### config.mk
export PLATFORM = sky130hd
export DESIGN_NAME = sdram_arb
export DESIGN_NICKNAME = d
export VERILOG_FILES = /design/src/rtl/sdram_arb.sv
export SDC_FILE = /design/constraint.sdc
export NUM_CORES = 1
export LEC_CHECK = 0
export ABC_AREA = 1
export CORE_UTILIZATION = 44
export DETAILED_ROUTE_END_ITERATION = 10
export GPL_ROUTABILITY_DRIVEN = 1
export PLACE_DENSITY = 0.93
export REMOVE_ABC_BUFFERS = 1
export SYNTH_ARGS = -nofsm -noshare
export SYNTH_HDL_FRONTEND = slang
export SYNTH_SLANG_ARGS = --single-unit
export TNS_END_PERCENT = 10
### constraint.sdc
create_clock -name clk_ram -period 5.66 [get_ports clk_ram]
set_input_delay 0.566 -clock clk_ram [delete_from_list [all_inputs] [get_ports clk_ram]]
set_output_delay 0.566 -clock clk_ram [all_outputs]
set_load 0.01 [all_outputs]
### src/rtl/sdram_arb.sv
// Two-client arbiter onto the SDRAM toggle req/ack port, round-robin by default.
// Define SDRAM_ARB_FIXED_PRIO_EN to give client 0 fixed priority on a tie.
module sdram_arb #(
  parameter int AW = 25,
  parameter int DW = 32
) (
  input  logic              clk_ram,
  input  logic              reset,
  input  logic              c0_req,
  input  logic              c0_we,
  input  logic [AW-1:0]     c0_addr,
  input  logic [DW-1:0]     c0_din,
  input  logic [DW/8-1:0]   c0_be,
  output logic              c0_ack,
  output logic [DW-1:0]     c0_dout,
  input  logic              c1_req,
  input  logic              c1_we,
  input  logic [AW-1:0]     c1_addr,
  input  logic [DW-1:0]     c1_din,
  input  logic [DW/8-1:0]   c1_be,
  output logic              c1_ack,
  output logic [DW-1:0]     c1_dout,
  output logic              sd_req,
  input  logic              sd_ack,
  output logic              sd_we,
  output logic [AW-1:0]     sd_addr,
  output logic [DW-1:0]     sd_din,
  output logic [DW/8-1:0]   sd_be,
  input  logic [DW-1:0]     sd_dout,
  output logic              busy,
  output logic              owner,
  output logic [1:0]        state_dbg
);

  localparam int BW = DW / 8;

  // Handshake: a client holds cN_req (with stable command fields) until
  // cN_ack pulses for one cycle; the SDRAM side is done when sd_ack == sd_req.
  typedef enum logic [1:0] {
    ST_IDLE = 2'd0,
    ST_WAIT = 2'd1,
    ST_DONE = 2'd2
  } state_t;

  state_t          state_q, state_d;
  logic            sd_req_q, sd_req_d;
  logic            sd_we_q, sd_we_d;
  logic [AW-1:0]   sd_addr_q, sd_addr_d;
  logic [DW-1:0]   sd_din_q, sd_din_d;
  logic [BW-1:0]   sd_be_q, sd_be_d;
  logic            owner_q, owner_d;
  logic [DW-1:0]   c0_dout_q, c0_dout_d;
  logic [DW-1:0]   c1_dout_q, c1_dout_d;

  logic            any_req;
  logic            win;
  logic            issue;
  logic            complete;

  always_comb begin
    any_req = c0_req | c1_req;
`ifdef SDRAM_ARB_FIXED_PRIO_EN
    win = ~c0_req;
`else
    // On a tie the client that was not granted last goes next.
    win = (c0_req & c1_req) ? ~owner_q : c1_req;
`endif
    issue    = (state_q == ST_IDLE) && any_req;
    complete = (state_q == ST_WAIT) && (sd_ack == sd_req_q);
  end

  always_ff @(posedge clk_ram or posedge reset) begin
    if (reset) begin
      state_q <= ST_IDLE;
    end else begin
      state_q <= state_d;
    end
  end

  always_comb begin
    state_d = state_q;
    case (state_q)
      ST_IDLE: if (any_req)  state_d = ST_WAIT;
      ST_WAIT: if (complete) state_d = ST_DONE;
      ST_DONE: state_d = ST_IDLE;
      default: state_d = ST_IDLE;
    endcase
  end

  always_comb begin
    sd_req_d  = sd_req_q;
    sd_we_d   = sd_we_q;
    sd_addr_d = sd_addr_q;
    sd_din_d  = sd_din_q;
    sd_be_d   = sd_be_q;
    owner_d   = owner_q;
    c0_dout_d = c0_dout_q;
    c1_dout_d = c1_dout_q;
    if (issue) begin
      sd_req_d  = ~sd_req_q;
      owner_d   = win;
      sd_we_d   = win ? c1_we   : c0_we;
      sd_addr_d = win ? c1_addr : c0_addr;
      sd_din_d  = win ? c1_din  : c0_din;
      sd_be_d   = win ? c1_be   : c0_be;
    end
    if (complete) begin
      if (owner_q) c1_dout_d = sd_dout;
      else         c0_dout_d = sd_dout;
    end
  end

  always_ff @(posedge clk_ram or posedge reset) begin
    if (reset) begin
      sd_req_q  <= 1'b0;
      sd_we_q   <= 1'b0;
      sd_addr_q <= '0;
      sd_din_q  <= '0;
      sd_be_q   <= '0;
      owner_q   <= 1'b1;
      c0_dout_q <= '0;
      c1_dout_q <= '0;
    end else begin
      sd_req_q  <= sd_req_d;
      sd_we_q   <= sd_we_d;
      sd_addr_q <= sd_addr_d;
      sd_din_q  <= sd_din_d;
      sd_be_q   <= sd_be_d;
      owner_q   <= owner_d;
      c0_dout_q <= c0_dout_d;
      c1_dout_q <= c1_dout_d;
    end
  end

  // Ack is the DONE state itself, so it lasts exactly one cycle.
  always_comb begin
    busy      = (state_q == ST_WAIT);
    c0_ack    = (state_q == ST_DONE) && !owner_q;
    c1_ack    = (state_q == ST_DONE) &&  owner_q;
    c0_dout   = c0_dout_q;
    c1_dout   = c1_dout_q;
    sd_req    = sd_req_q;
    sd_we     = sd_we_q;
    sd_addr   = sd_addr_q;
    sd_din    = sd_din_q;
    sd_be     = sd_be_q;
    owner     = owner_q;
    state_dbg = state_q;
  end

endmodule

Word-level counts from Yosys, hierarchy flattened
Cells that the tools add are included.
Word-level totals
  register bits: 130
Operators by class
  reductions and logical operators: 9
  bitwise logic cells: 4
  eq/ne operators: 5
  mux-type cells: 8
Operators by type and width (number)
  2-to-1 mux 32 bit: 1
  2-to-1 mux 25 bit: 1
  AND reduction 2 bit: 3
  logical AND 1 bit: 4
  2-to-1 mux 2 bit: 2
  2-to-1 mux 4 bit: 1
  one-hot mux 2 bit (2 select lines): 1
  == test 2 x 1 -> 1 bit, second input constant: 1
  == test 2 bit, second input constant: 1
  logical NOT 2 bit: 1
  2-to-1 mux 1 bit: 2
  inequality test 2 x 1 -> 1 bit, second input constant: 1
  inequality test 2 bit, second input constant: 1
  inverter 1 bit: 2
  bitwise AND 1 bit: 1
  == test 1 bit: 1
  logical NOT 1 bit: 1
  OR 1 bit: 1

Depth between registers and ports, before layout
  depth in word-level cells: 4
  mapped depth: 8

Worst setup path after synthesis
No wires, ideal clock.
  path type: flip-flop to output port
  start: reg owner_q (netlist: owner)
  end: out c1_ack
  data required time: 5.094 ns
  cell stages (with the launch flop): 5
  arrival: 1.328 ns
  path slack: 3.766 ns
  cells stage by stage: dfstp_2 buf_4 clkinv_1 clkbuf_1 nor3_1
Between the ends
  cells in the longest elaborated chain, start to end: 1
RTL lines
  from (decl): RTL line 51  | logic owner_q, owner_d;
  from (signal assigned): RTL line 129  | owner_q <= owner_d;
  logical AND 1 bit: RTL line 139  | c1_ack = (state_q == ST_DONE) && owner_q;
  to (decl): RTL line 21  | output logic c1_ack,
No other way between the ends.

Worst setup path after layout
Ends and elaborated chain as after synthesis.

==> flow_summary_export.csv <==
group,metric,value,unit
pwr,p_per_area,547,nW/um2
floorplan,start_util,45.4,%
clock_network,cts_sinks,130,
floorplan,dieArea,14200,um2
routing,drtPass1Iterations,5,
synthesis,yosys-top-cells-count,"443 x nand2_1, 129 x dfrtp_1, 64 x nand3_1, 64 x nand4_1, 30 x buf_2",
routing,detail_route.iter0.violations,621,
cells_and_area,drive_above_1_share,4.38,%
synthesis,yosysWarnings,0,
routing,wl,19.3,mm
grt,first_global_vias,6243,
timing,fin_crit_sh,71.6,%
floorplan,ios,294,
floorplan,die_x,119,um
timing,skew,7.44,ps
routing,ant_nets,0,
synthesis,synth_area_leaders,"dfrtp_1 53%, nand2_1 27%, nand4_1 6.6%, nand3_1 5.3%, buf_2 2.5%",
timing,rsz0062_at_grt,"false",
worst_setup_path,reg2reg_slack,1890,ps
clock_network,clk_pin_slew,60,ps
timing,fin_setup_tns,0,ps
pwr,p_leak,4.75,nW
cells_and_area,diodes,0,
floorplan,core-area,13300,um2
synthesis,synth-edff-count,0,
synthesis,synthFlopType,"dfrtp_1",
min_path,hold_class,"reg -> reg",
status,run_status,"completed",
placed_design,hpwl,12.9,mm
clock_network,clock_path_buffers,2,
synthesis,yosys.area_share.simple,40.1,%
grt,grt_usage,27.7,%
clock_network,cts_setup_buffers,0,
cells_and_area,num-nets-final,1198,
routing,viasPerCell,5.25,
worst_setup_path,required,5090,ps
timing,drv_slew,0,
synthesis,yosysSeqAreaShare,53.8,%
clock_network,clk_latency,410,ps
run,max_cap_violations,0,
synthesis,syn_inst,779,
synthesis,ys_ff_latch,130,
clock_network,h-tree-depth,4,
worst_setup_path,worstPathArrival,3490,ps
synthesis,async_flop_share,100,%
synthesis,avgSynthCellArea,7.77,um2
worst_setup_path,critPathKind,"reg -> out",
clock_network,cts-resized-gates,0,
synthesis,post_synth_xor_area_fraction,0.145,%
timing,hold_viol,0,
clock_network,hold_buffers,0,
placed_design,io_buffer_count,293,
grt,grt_max_degree,79,
clock_network,tritoncts,"done",
timing,fmax,0.247,GHz
clock_network,cts_root_buffer,"clkbuf_16",
timing,hold_slack,472,ps
grt,antenna_found_initial,0,
placed_design,gp_congestion,0.836,
synthesis,synth_area,6050,um2
routing,num_vias,6433,
timing,tightest_slew,1300,ps
synthesis,yosysTopAreaCell,"dfrtp_1",
pwr,power,0.00524,W
timing,setup_viol,0,
clock_network,cts_buffers,17,
synthesis,synth_top_family_by_area,"simple AND/OR/NAND/NOR gates",
worst_setup_path,end_kind,"output pin",
worst_setup_path,start_kind,"flip-flop",
pwr,ir_drop,0.253,mV
floorplan,die_h,119,um
synthesis,muxShareOfSynthArea,0,%
grt,grt.overflow.total,0,
synthesis,yosys.area_share.adder,0,%
routing,wire_per_inst,15.7,um
timing,period_needed,4050,ps
routing,drc,0,
timing,maxSlewHeadroom,13.2,%
floorplan,rows,42,
grt,grt_pass1_wl,31.0,mm
synthesis,ys_types,20,
synthesis,synth_most_common_cell,"nand2_1",
worst_setup_path,cp_max_fo,38,
synthesis,yosysTopAreaCellShare,53.3,%
synthesis,synth-compound-area-share,0.248,%
cells_and_area,area.growth.synth_to_final,58.2,%
path summary, 6_finish.rpt:
check                                          end                     from  cells past startpoint
setup reg to reg            c0_dout[9]$_DFFE_PP0P_        owner$_DFFE_PP1P_                      4
hold reg to reg            c0_dout[23]$_DFFE_PP0P_  c0_dout[23]$_DFFE_PP0P_                      2
min in group asynchronous  sd_addr[24]$_DFFE_PP0P_                    reset                      2
setup / recovery                            c1_ack        owner$_DFFE_PP1P_                      3
hold / removal             c0_dout[23]$_DFFE_PP0P_  c0_dout[23]$_DFFE_PP0P_                      2
max in group asynchronous  sd_addr[22]$_DFFE_PP0P_                    reset                      3
layer usage:
metal	up-vias	routed length, um	GRT usage [%]
li1	3012	-	-
met1	2989	7450	33.6
met2	373	9480	46.4
met3	59	1680	6.90
met4	0	661	12.5
met5	-	0	0
sequential cells by signal, summed over array words and instances, names as in the netlist:
name / flops
sd_req: 1
c1_dout: 32
state_dbg: 2
sd_be: 4
sd_din: 32
c0_dout: 32
owner: 1
sd_addr: 25
sd_we: 1
metrics by stage:
step | std cells | worst slack (ps) | util (%) | instance area (um2)
after floorplan | 720 | 1630 | - | 5740
after global placement | 1194 | 2100 | 66.9 | 8940
after detailed placement | 1194 | 2000 | 66.9 | 8940
after CTS | 1226 | 1670 | 71.7 | 9580
after global routing | 1226 | 1400 | 71.7 | 9580
final | 1226 | 1610 | 71.7 | 9580
power breakdown:
| group | switching, W | internal, W |
|---|---|---|
| registers | 0.000303 | 0.00137 |
| logic | 0.00126 | 0.00112 |
| clock network | 0.000430 | 0.000758 |
worst max-delay path, stage by stage (launching register included):
cell and delay [ps]:
dfstp_2 1020, clkinv_1 1030, nor3_1 410, clkdlybuf4s50_1 610
cells by family after synthesis:
family / count (synthesis)
buffers and inverters: 67
AO/OA/AOI/OAI: 3
flip-flops: 130
AND/OR/NAND/NOR: 578
XOR/XNOR: 1
cell type report:
| class | instances | area [um2] |
|---|---|---|
| Timing Repair Buffer | 298 | 2970 |
| Sequential cell | 130 | 3250 |
| Multi-Input combinational cell | 582 | 2460 |
| Tap cell | 176 | 220 |
| Clock inverter | 13 | 198 |
| Clock buffer | 19 | 443 |
| Fill cell | 962 | 3770 |
| Inverter | 8 | 35.0 |
placed cells by master (no fill, tap or decap), types with 2 or more instances in the layout:
| cell | count |
|---|---|
| buf_4 | 5 |
| bufinv_16 | 4 |
| clkbuf_16 | 17 |
| clkdlybuf4s50_1 | 292 |
| clkinv_4 | 4 |
| dfrtp_1 | 129 |
| inv_1 | 5 |
| inv_6 | 5 |
| nand2_1 | 442 |
| nand2_2 | 3 |
| nand3_1 | 64 |
| nand4_1 | 64 |
| nor2_4 | 2 |
| nor3_1 | 2 |
| o21ai_0 | 2 |
No activity file was read; power rests on OpenSTA's default activity.
